`src/rtl/dieu_khien_nut_nhan.sv`:
```
// dieu_khien_nut_nhan: shared-prescaler debounce for a bank of buttons, clean levels plus press pulses.
// Optional macro AUTO_REPEAT_EN adds hold-to-repeat press pulses.
module dieu_khien_nut_nhan #(
   parameter int N_BTN       = 4,
   parameter int TICK_DIV    = 500000,
   parameter int STABLE_CNT  = 4,
   parameter int BTN_ACT_LOW = 1,
   parameter int REP_DELAY   = 50,
   parameter int REP_RATE    = 10
) (
   input  logic             ckht,
   input  logic             rst_n,
   input  logic             en,
   input  logic [N_BTN-1:0] btn_in,
   output logic [N_BTN-1:0] btn_lvl,
   output logic [N_BTN-1:0] btn_press,
   output logic             tick_o
);
   localparam int PW = $clog2(TICK_DIV);
   localparam logic [N_BTN-1:0] REL = BTN_ACT_LOW != 0 ? {N_BTN{1'b1}} : {N_BTN{1'b0}};
   typedef enum logic [1:0] {NHA, CHO_NHAN, NHAN, CHO_NHA} state_t;
   logic [PW-1:0]    pre;
   logic [N_BTN-1:0] s1, s2, p, press_n;
   state_t           st [N_BTN];
   state_t           st_n [N_BTN];
   logic [3:0]       cnt [N_BTN];
   logic [3:0]       cnt_n [N_BTN];
`ifdef AUTO_REPEAT_EN
   logic [6:0]       hold [N_BTN];
   logic [6:0]       hold_n [N_BTN];
   logic [6:0]       h1;
`else
   logic             unused_rep;
   assign unused_rep = (REP_DELAY + REP_RATE) > 0;
`endif
   assign p = BTN_ACT_LOW != 0 ? ~s2 : s2;
   assign tick_o = en && pre == PW'(TICK_DIV - 1);
   always_ff @(posedge ckht) begin
      if (!rst_n) begin
         pre <= '0;
         s1 <= REL;
         s2 <= REL;
         btn_press <= '0;
         for (int i = 0; i < N_BTN; i++) begin
            st[i] <= NHA;
            cnt[i] <= '0;
`ifdef AUTO_REPEAT_EN
            hold[i] <= '0;
`endif
         end
      end else begin
         s1 <= btn_in;
         s2 <= s1;
         btn_press <= press_n;
         if (en) pre <= tick_o ? '0 : pre + 1'b1;
         for (int i = 0; i < N_BTN; i++) begin
            st[i] <= st_n[i];
            cnt[i] <= cnt_n[i];
`ifdef AUTO_REPEAT_EN
            hold[i] <= hold_n[i];
`endif
         end
      end
   end
   // The FSMs only move on a tick, so en=0 freezes them along with the prescaler.
   always_comb begin
      press_n = '0;
      btn_lvl = '0;
`ifdef AUTO_REPEAT_EN
      h1 = '0;
`endif
      for (int i = 0; i < N_BTN; i++) begin
         st_n[i] = st[i];
         cnt_n[i] = cnt[i];
         btn_lvl[i] = st[i] == NHAN || st[i] == CHO_NHA;
`ifdef AUTO_REPEAT_EN
         hold_n[i] = hold[i];
`endif
         if (tick_o) begin
            case (st[i])
               NHA: if (p[i]) begin
                  st_n[i] = STABLE_CNT == 1 ? NHAN : CHO_NHAN;
                  cnt_n[i] = STABLE_CNT == 1 ? 4'd0 : 4'd1;
                  press_n[i] = STABLE_CNT == 1;
`ifdef AUTO_REPEAT_EN
                  hold_n[i] = '0;
`endif
               end
               CHO_NHAN: if (!p[i]) begin
                  st_n[i] = NHA;
                  cnt_n[i] = '0;
               end else if (cnt[i] + 4'd1 == 4'(STABLE_CNT)) begin
                  st_n[i] = NHAN;
                  cnt_n[i] = '0;
                  press_n[i] = 1'b1;
`ifdef AUTO_REPEAT_EN
                  hold_n[i] = '0;
`endif
               end else cnt_n[i] = cnt[i] + 4'd1;
               NHAN: if (!p[i]) begin
                  st_n[i] = STABLE_CNT == 1 ? NHA : CHO_NHA;
                  cnt_n[i] = STABLE_CNT == 1 ? 4'd0 : 4'd1;
               end else begin
`ifdef AUTO_REPEAT_EN
                  // Folding back to REP_DELAY after each period keeps the 7-bit counter from overflowing.
                  h1 = hold[i] + 7'd1;
                  press_n[i] = h1 == 7'(REP_DELAY) || h1 == 7'(REP_DELAY + REP_RATE);
                  hold_n[i] = h1 == 7'(REP_DELAY + REP_RATE) ? 7'(REP_DELAY) : h1;
`endif
               end
               CHO_NHA: if (p[i]) begin
                  st_n[i] = NHAN;
                  cnt_n[i] = '0;
               end else if (cnt[i] + 4'd1 == 4'(STABLE_CNT)) begin
                  st_n[i] = NHA;
                  cnt_n[i] = '0;
               end else cnt_n[i] = cnt[i] + 4'd1;
            endcase
         end
      end
   end
endmodule
```
`config.mk`:
```
export PLATFORM = sky130hd
export DESIGN_NAME = dieu_khien_nut_nhan
export DESIGN_NICKNAME = d
export VERILOG_FILES = /design/src/rtl/dieu_khien_nut_nhan.sv
export SDC_FILE = /design/constraint.sdc
export NUM_CORES = 1
export LEC_CHECK = 0
export BUFFER_PORTS_ARGS = -buffer_cell sky130_fd_sc_hd__clkbuf_2
export CORE_UTILIZATION = 60
export DETAILED_ROUTE_END_ITERATION = 16
export GPL_ROUTABILITY_DRIVEN = 0
export PLACE_DENSITY = 0.88
export SYNTH_ARGS = -nofsm -noshare
export SYNTH_HDL_FRONTEND = slang
export SYNTH_SLANG_ARGS = --single-unit
```
`constraint.sdc`:
```
create_clock -name ckht -period 2.3 [get_ports ckht]
set_input_delay 0.46 -clock ckht [delete_from_list [all_inputs] [get_ports ckht]]
set_output_delay 0.46 -clock ckht [all_outputs]
set_load 0.005 [all_outputs]
```
# After elaboration in Yosys (flattened, before gate mapping)
# Memories as Yosys holds them, arrays and structs flattened.
# Cells that the tools add are included.
# Widths: inputs -> output; s select.
[classes]
eq_ne = 17
div_mod_pow = 0
mul = 0
n_reduce_logical = 13
n_bitwise = 9
n_lt_le_gt_ge = 0
add_sub_neg = 5
n_mux = 75
n_shift = 0
[ops]
columns = ["op", "n"]
rows = [
  ["$mux 4", 28],
  ["$mux 2", 32],
  ["$pmux 4 s4", 4],
  ["$pmux 2 s4", 4],
  ["$add 19x1->19 const B", 1],
  ["$eq 19x19->1 const B", 1],
  ["$mux 19", 1],
  ["$add 4x1->4 const B", 4],
  ["$eq 2x2->1 const B", 8],
  ["$eq 4x3->1 const B", 4],
  ["$reduce_and 4->1", 4],
  ["$eq 2x1->1 const B", 4],
  ["$logic_not 2->1", 4],
  ["$or 1x1->1", 8],
  ["$mux 1", 6],
  ["$logic_or 1x1->1", 4],
  ["$not 4->4", 1],
  ["$logic_and 1x1->1", 1],
]
[word_totals]
ramBits = 24
mem_bits_ro = 0
out_inout_bits = 9
elab_cells = 128
regBits = 31
in_bits = 7
mem_count = 2
latchBits = 0
[mem_list]
columns = ["name", "words", "word_bits", "read_ports", "rd_ports_with_merged_regs", "wr", "line_no", "rtl"]
rows = [
  ["cnt", 4, 4, 4, 0, 4, "26", "logic [3:0] cnt [N_BTN];"],
  ["st", 4, 2, 4, 0, 4, "24", "state_t st [N_BTN];"],
]

# Longest topological paths before layout
# Gate-level depths: netlist of the first run.
# An unclocked memory read counts as a cell.
[logic_depth]
ltp_word = 8
ltp_mapped = 8
mapped_depth_nobuf = 7

# Worst setup path after synthesis of the first run
# No wires, ideal clock.
[synth_timing]
path_kind = "register to output"
start = "reg pre[0]"
end = "out tick_o"
n_path_buf = 1
arrival_time_ns = 1.632
t_required_ns = 1.840
path_stages_with_launch = 7
path_slack_ns = 0.208
path_cell_list = "dfxtp_1 ha_1 nand3_1 or2_2 or4_1 buf_4 inv_4"
[synth_between]
elab_chain_len = 2
[synth_rtl]
columns = ["item", "line_no", "rtl"]
rows = [
  ["from (decl)", "22", "logic [PW-1:0] pre;"],
  ["from (signal assigned)", "55", "if (en) pre <= tick_o ? '0 : pre + 1'b1;"],
  ["$eq 19x19->1", "37", "assign tick_o = en && pre == PW'(TICK_DIV - 1);"],
  ["$logic_and 1x1->1", "37", ""],
  ["to (decl)", "17", "output logic tick_o"],
]
# No other way between the ends.

# Worst setup path in the final report of the first run
[layout_timing]
start = "reg pre[9]"
end = "out tick_o"
# The elaborated chain is that of the path after synthesis.

==> metrics.log, run 1 <==
[metrics] run status: finished with violations
[metrics] violations in the final reports: negative setup slack
[metrics] area taken by multi-input logic gates: between 0.001 and 0.0015 mm²
[metrics] sequential fraction of design power: between 50% and 60%
[metrics] Seq. cell area: approximately 0.0011 mm²
[metrics] number of buffers created by CTS: 5
[metrics] slowest cell on the critical path: or4_4
[metrics] layout cell share with drive strength beyond 1: around 17%
[metrics] Highest Clock Rate: roughly 430 MHz
[metrics] leakage power: approximately 1.1 nW
[metrics] arrival time of data at the critical path endpoint: 1.88 ns
[metrics] critical path required time: 1.84 ns
[metrics] WP buf/inv: 2
[metrics] part of the total power dissipated in combinational logic: ~3.3%
[metrics] internal power consumption: approximately 1.3 mW
[metrics] overall power consumption: around 1.7 mW
[metrics] portion of the post-synthesis area used by sequential elements: between 40% and 50%
[metrics] Post-synth EDFFs: 0
[metrics] Congestion Overflow GR: 0
[metrics] net count of the mapped netlist: between 300 and 400
[metrics] synthesized area per cell: ~8.6 µm²
[metrics] worst hold-check slack: 0.326 ns
[metrics] relative slew slack: between 50% and 60%
[metrics] I/O Buffers: 15
[metrics] highest-count cells in the layout ignoring fill and taps: dfxtp_1 (50), nor2_1 (34), nand2_1 (25), nand3_1 (25), buf_4 (19)
[metrics] GRT Resource Usage Total: 25.8%
[metrics] leading register cell type out of synthesis: dfxtp_1
[metrics] most frequent standard cell in the layout excluding fill and tap cells: dfxtp_1
[metrics] count of different cell masters after synthesis: a little under 50
[metrics] Die Outline Area: ~0.0047 mm²
[metrics] Tightest Pin Transition: roughly 0.66 ns
[metrics] via count: approximately 2300
[metrics] total wire length after detailed routing: approximately 5500 µm
[metrics] first-pass GRT wire length: ~9000 µm
[metrics] fin. max-slew vios: 0
[metrics] Filler cells: around 290
[metrics] P per Cell Area: approximately 550 mW/mm²
[metrics] Starting Density: between 60% and 70%
[metrics] final-report setup violation count: 1
[metrics] largest stage delay on the critical path: between 0.5 and 0.6 ns
[metrics] switching power as a share of total power: between 20% and 30%
[metrics] Crit Path Max Fanout: 2
[metrics] critical-path cell list: or4b_4, or4_4, inv_4, buf_6
[metrics] clock network fraction of total power: between 30 and 40%
[metrics] time the final worst path needs with I/O delays and setup: 2.34 ns
[metrics] top cells by area in the synthesized netlist: dfxtp_1 (42%), nand3_1 (4.9%), nor2_1 (4.8%), xnor2_1 (4.6%), ha_1 (4.3%)
[metrics] flops & latches, synth: 55
[metrics] Post-Route Skew: around 0.012 ns
[metrics] Async SR Flop Fraction: 0%
[metrics] Yosys top cell area share: 41.7%
[metrics] Crit Path Class: flop to output port
[metrics] TritonCTS clock tree: done
[metrics] unrepaired setup endpoints after global routing: true
[metrics] most area-hungry cell type in the Yosys netlist: dfxtp_1
[metrics] layout net count: ~350
[metrics] First DRT Iteration DRCs: 110
[metrics] min-delay worst type: input port to flop
[metrics] detail-routed via count per cell: a little over 6
[metrics] Detail Route Antenna Nets: 0
[metrics] Switch Pwr: between 0.3 and 0.4 mW
[metrics] die extent in x: 68.3 µm
[metrics] I/O pin cnt: 16
[metrics] average wire per standard cell: 14.2 µm
[metrics] clock root buffer: clkbuf_8
[metrics] Pre-Repair DR Iteration Count: 5
[metrics] total DRC errors in the routed layout: 0
[metrics] area of the core: roughly 0.0041 mm²
[metrics] die height: around 68 µm
[metrics] pin count of the biggest net entering global routing: 22
[metrics] clock network latency to the later pin of the worst-skew pair: 0.31 ns
[metrics] Critical Path Sink Type: output port
[metrics] buffers from clock root to sink, at most: 2
[metrics] growth of design area from synthesis to finish: 15.0%
[metrics] CP startpoint kind: flop
[metrics] number of maximum-capacitance violations: 0
[metrics] Syn Std Cell Area: roughly 0.0026 mm²
[metrics] Final Util: roughly 74%
[metrics] via count of the first global-routing pass: approximately 2100
[metrics] number of sinks handled by clock tree synthesis: 55
[metrics] H-tree depth reported by CTS: 2
[metrics] Crit path max-delay family: simple AND/OR/NAND/NOR gates
[metrics] hold violation total from the final report: 0
[metrics] number of synthesis warnings: 0
[metrics] antenna violations before repair: 0
[metrics] HPWL reported at the end of detailed placement: around 3800 µm
[metrics] ant diodes: 0
[metrics] number of standard cells after synthesis: 306
[metrics] Placement Rows: 23
[metrics] clock edge transition at the registers on the reported setup and hold paths: ~0.10 ns
[metrics] worst vdd rail ir drop: 0.439 mV
[metrics] worst path setup slack after routing: -0.0400 ns
[metrics] share of the clock period used by the worst path: 102%
==> synthesized netlist by cell type (6+ instances only) <==
library cell and n:
dfxtp_1 55, nor2_1 34, nand2_1 26, nand3_1 26, a21oi_1 15, xnor2_1 14, nand4_1 12, nand2b_1 11
clkbuf_1 10, xor2_1 10, ha_1 9, nor2b_1 7, o211ai_1 6, o21ai_0 6
==> state kept, by name, indices dropped and copies added (netlist names), named ones only <==
signal     flops
pre           19
cnt           16
btn_press      4
s1             4
s2             4
st             4
==> worst paths after layout <==
| kind | startpoint | endpoint | slack [ns] | depth (start not counted) |
|---|---|---|---|---|
| max reg2reg | pre[10] | cnt[0][2] | 0.15 | 7 |
| max | pre[9] | tick_o | -0.04 | 4 |
| min | btn_in[2] | s1[2] | 0.33 | 2 |
| min reg2reg | s1[0] | s2[0] | 0.41 | 1 |
==> kinds of logic (layout without fill, tap and decap cells) <==
kind of cell,Yosys count,in the layout,share of synthesized area [%]
buf+inv,21,49,3.55
xor+xnor,24,24,7.96
flops,55,55,41.7
simple gates,144,144,28.9
compound gates,53,53,13.6
fa+ha+maj,9,9,4.27
==> power groups by stage <==
| stage | registers [mW] | logic [mW] | clock network, mW |
|---|---|---|---|
| 2_1_floorplan | 0.987 | 0.0314 | 0 |
| 3_3_place_gp | 0.988 | 0.0445 | 0 |
| 3_5_place_dp | 0.989 | 0.0463 | 0 |
| 4_1_cts | 0.968 | 0.0521 | 0.654 |
| 5_1_grt | 0.969 | 0.0609 | 0.688 |
| 6_report | 0.968 | 0.0548 | 0.646 |
==> layout make-up <==
cell class	count	share of cell area, %
clock inverter	3	1.52
multi-input combinational	230	48.8
sequential	55	36.5
timing repair buffer	35	8.03
tap	50	2.06
inverter	6	0.824
clock buffer	5	2.27
==> per-stage QoR <==
stage	instance area (µm²)	setup WS [ns]	instances	setup TNS [ns]
floorplan	2640	0.208	306	0
global placement	2830	0.0948	370	0
detailed placement	2830	0.0654	370	0
CTS	3010	-0.0499	383	-0.0499
global route	3040	-0.0688	384	-0.0688
finish	3040	-0.0400	384	-0.0400
==> what timing repair did <==
action / 4_1_cts / 5_1_grt
gates resized for setup: 11 / 3
hold buffers: 0 / 0
cloned: 0 / 0
endpoints found under the setup margin: 1 / 25
setup buffers: 5 / 1
pin swaps: 2 / 1
==> routing by layer <==
metal / wire length, µm / track usage [%] / up-vias
li1: - / - / 1157
met1: 2390 / 30.8 / 1118
met2: 2770 / 43.1 / 58
met3: 246 / 6.17 / 7
met4: 57 / 12.0 / 0
met5: 0 / 0 / -
(Power assumes the default switching activity.)
==> inputs of run 2 (changes only) <==
Settings changed: ABC_AREA set to 0, BUFFER_PORTS_ARGS -buffer_cell sky130_fd_sc_hd__clkbuf_2 to -buffer_cell sky130_fd_sc_hd__buf_2, SLEW_MARGIN set to 20.
==> run 2 against run 1 <==
Against the previous run: the run now ends clean; register-to-register slack barely moved; sequential cell count unchanged; combinational power is 4.6% lower; maximum frequency grew 2.1%; power down 7.6%; clock power decreased by 19%; count of clock-buffer cells in the layout grew 1; die area unchanged; utilization decreased by 1.4 points; largest cell class unchanged.
==> metrics.log, run 2 (synthesis gave the netlist of run 1 again) <==
[metrics] Reg2Reg Launch Point: pre[14]
[metrics] total wire length after detailed routing: 5380 µm (-1.4%)
[metrics] Detail Route Antenna Nets: 0 (unchanged)
[metrics] part of the total power dissipated in combinational logic: 3.4% (about the same)
[metrics] number of maximum-capacitance violations: 0 (unchanged)
[metrics] biggest regs: pre (19), cnt (16)
[metrics] Placement Rows: 23 (unchanged)
[metrics] worst path setup slack after routing: 0.00918 ns (+0.0491 ns)
[metrics] number of buffers created by CTS: 5 (unchanged)
[metrics] Non-Filler Cell Area, Final: 0.00298 mm² (-1.9%)
[metrics] Post-Route Skew: 0.0106 ns (-0.00101 ns)
[metrics] min-delay worst type: input port to flop
[metrics] growth of design area from synthesis to finish: 12.8%
[metrics] cell area after placement: 0.00282 mm² (-0.27%)
[metrics] Crit Path Class: flop to output port
[metrics] layout net count: 346 (-0.86%)
[metrics] area of the core: 0.00412 mm² (unchanged)
[metrics] Starting Density: 64.2% (unchanged)
[metrics] final sum of negative setup slack: 0 ns (+0.0400 ns)
[metrics] Most Crowded Layer GR: met2
[metrics] clock network latency to the later pin of the worst-skew pair: 0.31 ns (about the same)
[metrics] I/O Buffers: 15 (unchanged)
[metrics] flip-flop count of the largest register after layout: 19 (unchanged)
[metrics] run status: finished, final reports clean
[metrics] WP buf/inv: 2 (unchanged)
[metrics] switching power as a share of total power: 22.5% (+1.1 points)
[metrics] clock network fraction of total power: 33.9% (-4.8 points)
[metrics] Switch Pwr: 0.347 mW (-2.7%)
[metrics] TritonCTS clock tree: done
[metrics] total DRC errors in the routed layout: 0 (unchanged)
[metrics] met1 demand-to-capacity share in global routing: 32.1% (+1.3 points)
[metrics] layout cell share with drive strength beyond 1: 15.7% (-1.4 points)
[metrics] critical-path cell list: ha_4, nand3_2, or2_4, or4_4, inv_4, buf_6
[metrics] FF-to-FF setup slack: 0.16 ns (about the same)
[metrics] largest stage delay on the critical path: 0.54 ns (about the same)
[metrics] leakage power: 1.08 nW (-2.2%)
[metrics] slowest cell on the critical path: or4_4
[metrics] Crit path max-delay family: simple AND/OR/NAND/NOR gates
[metrics] die extent in x: 68.3 µm (unchanged)
[metrics] Pre-Repair DR Iteration Count: 4 (-1)
[metrics] die height: 68.3 µm (unchanged)
[metrics] worst vdd rail ir drop: 0.491 mV (+12%)
[metrics] Highest Clock Rate: 437 MHz (+2.1%)
[metrics] Filler cells: 303 (+5.6%)
[metrics] unrepaired setup endpoints after global routing: true
[metrics] via count: 2251 (-3.8%)
[metrics] Die Outline Area: 0.00467 mm² (unchanged)
[metrics] GRT Resource Usage Total: 25.7% (-0.096 points)
[metrics] highest-count cells in the layout ignoring fill and taps: dfxtp_1 (51), nor2_1 (34), nand2_1 (25), nand3_1 (25), buf_4 (16)
[metrics] average wire per standard cell: 14.1 µm (-0.63%)
[metrics] Crit Path Max Fanout: 2 (unchanged)
[metrics] First DRT Iteration DRCs: 181 (+65%)
[metrics] buffers from clock root to sink, at most: 2 (unchanged)
[metrics] clock edge transition at the registers on the reported setup and hold paths: 0.10 ns (about the same)
[metrics] H-tree depth reported by CTS: 2 (unchanged)
[metrics] arrival time of data at the critical path endpoint: 1.83 ns (-0.05 ns)
[metrics] relative slew slack: 56.1% (about the same)
[metrics] Tightest Pin Transition: 0.657 ns (-0.000289 ns)
[metrics] I/O pin cnt: 16 (unchanged)
[metrics] sequential fraction of design power: 62.8% (+4.8 points)
[metrics] fin. max-slew vios: 0 (unchanged)
[metrics] dpl ws: 0.0531 ns (-0.0123 ns)
[metrics] clock root buffer: clkbuf_8
[metrics] hold buffer count at cts: 0 (unchanged)
[metrics] P per Cell Area: 518 mW/mm² (-5.7%)
[metrics] final-report setup violation count: 0 (-1)
[metrics] most frequent standard cell in the layout excluding fill and tap cells: dfxtp_1
[metrics] met2 Track Usage GR: 43.1% (unchanged)
[metrics] hold-critical path endpoint: s1[0]
[metrics] CP startpoint kind: flop
[metrics] Worst Hold Depth: 2 (unchanged)
[metrics] HPWL reported at the end of detailed placement: 3820 µm (-0.35%)
[metrics] register name with the most flops: pre
[metrics] startpoint of the most critical hold path: btn_in[0]
[metrics] hold violation total from the final report: 0 (unchanged)
[metrics] internal power consumption: 1.20 mW (-8.9%)
[metrics] Critical Path Sink Type: output port
[metrics] antenna violations before repair: 0 (unchanged)
[metrics] first-pass GRT wire length: 8950 µm (+0.31%)
[metrics] pin count of the biggest net entering global routing: 22 (unchanged)
[metrics] share of the clock period used by the worst path: 99.6% (-2.1 points)
[metrics] number of sinks handled by clock tree synthesis: 55 (unchanged)
[metrics] time the final worst path needs with I/O delays and setup: 2.29 ns (-0.0491 ns)
[metrics] met3 track demand over resource in global routing: 5.50% (-0.67 points)
[metrics] detail-routed via count per cell: 5.91 (-3.0%)
[metrics] Congestion Overflow GR: 0 (unchanged)
[metrics] reg2reg end: cnt[3][0]
[metrics] via count of the first global-routing pass: 2006 (-2.5%)
[metrics] cells on worst reg2reg path: 6 (-1)
[metrics] ant diodes: 0 (unchanged)
[metrics] critical path required time: 1.84 ns (about the same)
-- run 2: through the flow --
| stage | hold WS (ns) | util (%) | cells | power [mW] |
|---|---|---|---|---|
| floorplan | 0.386 | - | 306 | 1.02 |
| global placement | 0.389 | 68.5 | 369 | 1.03 |
| detailed placement | 0.399 | 68.5 | 369 | 1.04 |
| CTS | 0.321 | 72.1 | 381 | 1.55 |
| global route | 0.323 | 72.4 | 381 | 1.60 |
| finish | 0.326 | 72.4 | 381 | 1.54 |
-- run 2: timing repair --
item	CTS	global route
buffers inserted	4	0
endpoints found under the setup margin	1	2
resized for setup	9	3
pin swaps	4	0
gates cloned	0	0
-- run 2: per-layer routing --
layer	up-vias	routed length, µm
li1	1149	-
met3	5	198
met1	1056	2520
met4	0	46
met5	-	0
met2	41	2620
-- run 2: worst max-delay path by stage --
| stage | start | endpoint | slack, ns | cells past startpoint |
|---|---|---|---|---|
| 2_1_floorplan | pre[0] | tick_o | 0.21 | 6 |
| 3_3_place_gp | en | tick_o | 0.1 | 6 |
| 3_5_place_dp | pre[0] | tick_o | 0.05 | 6 |
| 4_1_cts | pre[1] | tick_o | -0.003 | 6 |
| 5_1_grt | pre[9] | tick_o | -0.05 | 4 |
| 6_report | pre[1] | tick_o | 0.009 | 6 |
-- run 2: final cells by class --
class / instances / area [µm²] / share of cell area, %
Clock inverter: 2 / 12.5 / 0.420
Sequential cell: 55 / 1110 / 37.1
Timing Repair Buffer: 32 / 221 / 7.44
Multi-Input combinational cell: 230 / 1480 / 49.6
Tap cell: 50 / 62.6 / 2.10
Clock buffer: 6 / 72.6 / 2.44
Inverter: 6 / 25.0 / 0.840
-- run 2: power by group through the flow --
stage	logic [mW]	registers (mW)	clock network, mW
finish	0.0523	0.968	0.522
global route	0.0582	0.969	0.575
CTS	0.0518	0.968	0.533
detailed placement	0.0461	0.989	0
global placement	0.0446	0.988	0
floorplan	0.0314	0.987	0
==> inputs of run 3 (changes only) <==
Settings changed: CORE_UTILIZATION 60 to 40, PLACE_DENSITY 0.88 to 0.65, RECOVER_POWER set to 50.
==> run 3 against run 2 <==
Against the previous run: the run now ends with negative setup slack left; maximum frequency shrank 1.2%; combinational power increased by 3%; critical path depth shrank 2; die area up 48%; routed wire length grew 1.1%; non-clock buffer count increased by 3; first-iteration DRC count shrank 45%; power is 9.0% higher; cell area grew 1.6%; largest cell class unchanged.
==> metrics.log, run 3 (synthesis gave the netlist of run 1 again) <==
[metrics] total wire length after detailed routing: 5440 µm (+1.1%)
[metrics] via count of the first global-routing pass: 2082 (+3.8%)
[metrics] Placement Rows: 29 (+26%)
[metrics] biggest regs: pre (19), cnt (16)
[metrics] TritonCTS clock tree: done
[metrics] relative slew slack: 52.2% (-4.0 points)
[metrics] number of sinks handled by clock tree synthesis: 55 (unchanged)
[metrics] clock root buffer: clkbuf_8
[metrics] Non-Filler Cell Area, Final: 0.00302 mm² (+1.6%)
[metrics] share of the clock period used by the worst path: 101% (+1.2 points)
[metrics] clock network latency to the later pin of the worst-skew pair: 0.31 ns (about the same)
[metrics] Final Util: 47.6% (-25 points)
[metrics] worst vdd rail ir drop: 0.361 mV (-26%)
[metrics] First DRT Iteration DRCs: 99 (-45%)
[metrics] register name with the most flops: pre
[metrics] time the final worst path needs with I/O delays and setup: 2.32 ns (+0.0276 ns)
[metrics] Tightest Pin Transition: 0.717 ns (+0.0602 ns)
[metrics] via count: 2241 (-0.44%)
[metrics] post-route insts no fill: 411 (+7.9%)
[metrics] Post-Route Skew: 0.00517 ns (-0.00543 ns)
[metrics] Starting Density: 41.6% (-23 points)
[metrics] die extent in x: 83.2 µm (+22%)
[metrics] final sum of negative setup slack: -0.0185 ns (-0.0185 ns)
[metrics] run status: finished with violations
[metrics] hold violation total from the final report: 0 (unchanged)
[metrics] dpl ws: 0.0434 ns (-0.00975 ns)
[metrics] pin count of the biggest net entering global routing: 22 (unchanged)
[metrics] worst hold-check slack: 0.329 ns (+0.00308 ns)
[metrics] arrival time of data at the critical path endpoint: 1.86 ns (+0.03 ns)
[metrics] CP startpoint kind: flop
[metrics] critical path required time: 1.84 ns (about the same)
[metrics] placed cell count: 400 (+8.4%)
[metrics] detail-routed via count per cell: 5.45 (-7.7%)
[metrics] I/O pin cnt: 16 (unchanged)
[metrics] min-delay worst type: input port to flop
[metrics] number of maximum-capacitance violations: 0 (unchanged)
[metrics] number of buffers created by CTS: 5 (unchanged)
[metrics] Pre-Repair DR Iteration Count: 4 (unchanged)
[metrics] GRT Resource Usage Total: 17.0% (-8.7 points)
[metrics] HPWL reported at the end of detailed placement: 3860 µm (+1.1%)
[metrics] growth of design area from synthesis to finish: 14.5%
[metrics] most frequent standard cell in the layout excluding fill and tap cells: dfxtp_1
[metrics] highest-count cells in the layout ignoring fill and taps: dfxtp_1 (52), nor2_1 (34), nand2_1 (26), nand3_1 (25), buf_4 (17)
[metrics] violations in the final reports: negative setup slack
[metrics] I/O Buffers: 15 (unchanged)
[metrics] Critical Path Sink Type: output port
[metrics] Highest Clock Rate: 431 MHz (-1.2%)
[metrics] flip-flop count of the largest register after layout: 19 (unchanged)
[metrics] Crit Path Class: flop to output port
[metrics] average wire per standard cell: 13.2 µm (-6.3%)
[metrics] area of the core: 0.00635 mm² (+54%)
[metrics] Congestion Overflow GR: 0 (unchanged)
[metrics] layout net count: 349 (+0.87%)
[metrics] first-pass GRT wire length: 9680 µm (+8.2%)
[metrics] final-report setup violation count: 1 (+1)
[metrics] Die Outline Area: 0.00693 mm² (+48%)
[metrics] overall power consumption: 1.68 mW (+9.0%)
[metrics] ant diodes: 0 (unchanged)
[metrics] die height: 83.2 µm (+22%)
[metrics] unrepaired setup endpoints after global routing: true
[metrics] clock edge transition at the registers on the reported setup and hold paths: 0.09 ns (about the same)
[metrics] leakage power: 1.09 nW (+1.1%)
[metrics] H-tree depth reported by CTS: 2 (unchanged)
[metrics] total DRC errors in the routed layout: 0 (unchanged)
[metrics] Crit Path Max Fanout: 2 (unchanged)
[metrics] cell area after placement: 0.00288 mm² (+2.3%)
[metrics] antenna violations before repair: 0 (unchanged)
[metrics] fin. max-slew vios: 0 (unchanged)
[metrics] P per Cell Area: 556 mW/mm² (+7.3%)
[metrics] Filler cells: 616 (+100%)
[metrics] Detail Route Antenna Nets: 0 (unchanged)
[metrics] worst path setup slack after routing: -0.0185 ns (-0.0276 ns)
[metrics] buffers from clock root to sink, at most: 2 (unchanged)
[metrics] layout cell share with drive strength beyond 1: 14.1% (-1.6 points)
-- run 3: cell types whose count changed in the layout (fill, tap and decap cells not counted), sizes merged --
cell      previous run  this run
buf                 32        29
bufinv               0         1
clkbuf               6        12
clkinvlp             1         0
-- run 3: critical path, stage by stage (launching register included) --
cell and delay, ns:
dfxtp_1 0.32, or4b_1 0.52, or4_4 0.53, inv_4 0.08
buf_2 0.10
-- run 3: final timing paths --
check                  from         to  slack, ns  cells after the start
hold reg to reg       s1[2]      s2[2]       0.43                      1
setup reg to reg    pre[11]  cnt[2][3]       0.13                      6
hold / removal    btn_in[3]      s1[3]       0.33                      2
setup / recovery     pre[9]     tick_o      -0.02                      4
-- run 3: report_power, final --
part           internal, mW  switching (mW)  total [mW]
registers             0.961         0.00634       0.967
logic                0.0216          0.0324      0.0540
clock network         0.353           0.307       0.660
total                  1.34           0.346        1.68
-- run 3: repair_timing --
action | CTS | global route
endpoints found under the setup margin | 1 | 1
gates cloned | 0 | 0
pin swaps | 4 | 0
buffers inserted | 3 | 0
gates resized for setup | 8 | 0
hold buffers | 0 | 0
-- run 3: layer usage --
layer  routed length, µm  global-route usage (%)
met5                   0                       0
met2                2480                    26.6
met4                  74                    6.43
met1                2720                    22.9
met3                 170                    3.48
-- run 3: cell type report --
class / count / area [µm²] / area share (%)
tap: 77 / 96.3 / 3.19
clock buffer: 6 / 82.6 / 2.73
multi-input combinational: 230 / 1450 / 48.1
inverter: 6 / 25.0 / 0.827
timing repair buffer: 35 / 226 / 7.49
sequential: 55 / 1100 / 36.5
clock inverter: 2 / 35.0 / 1.16
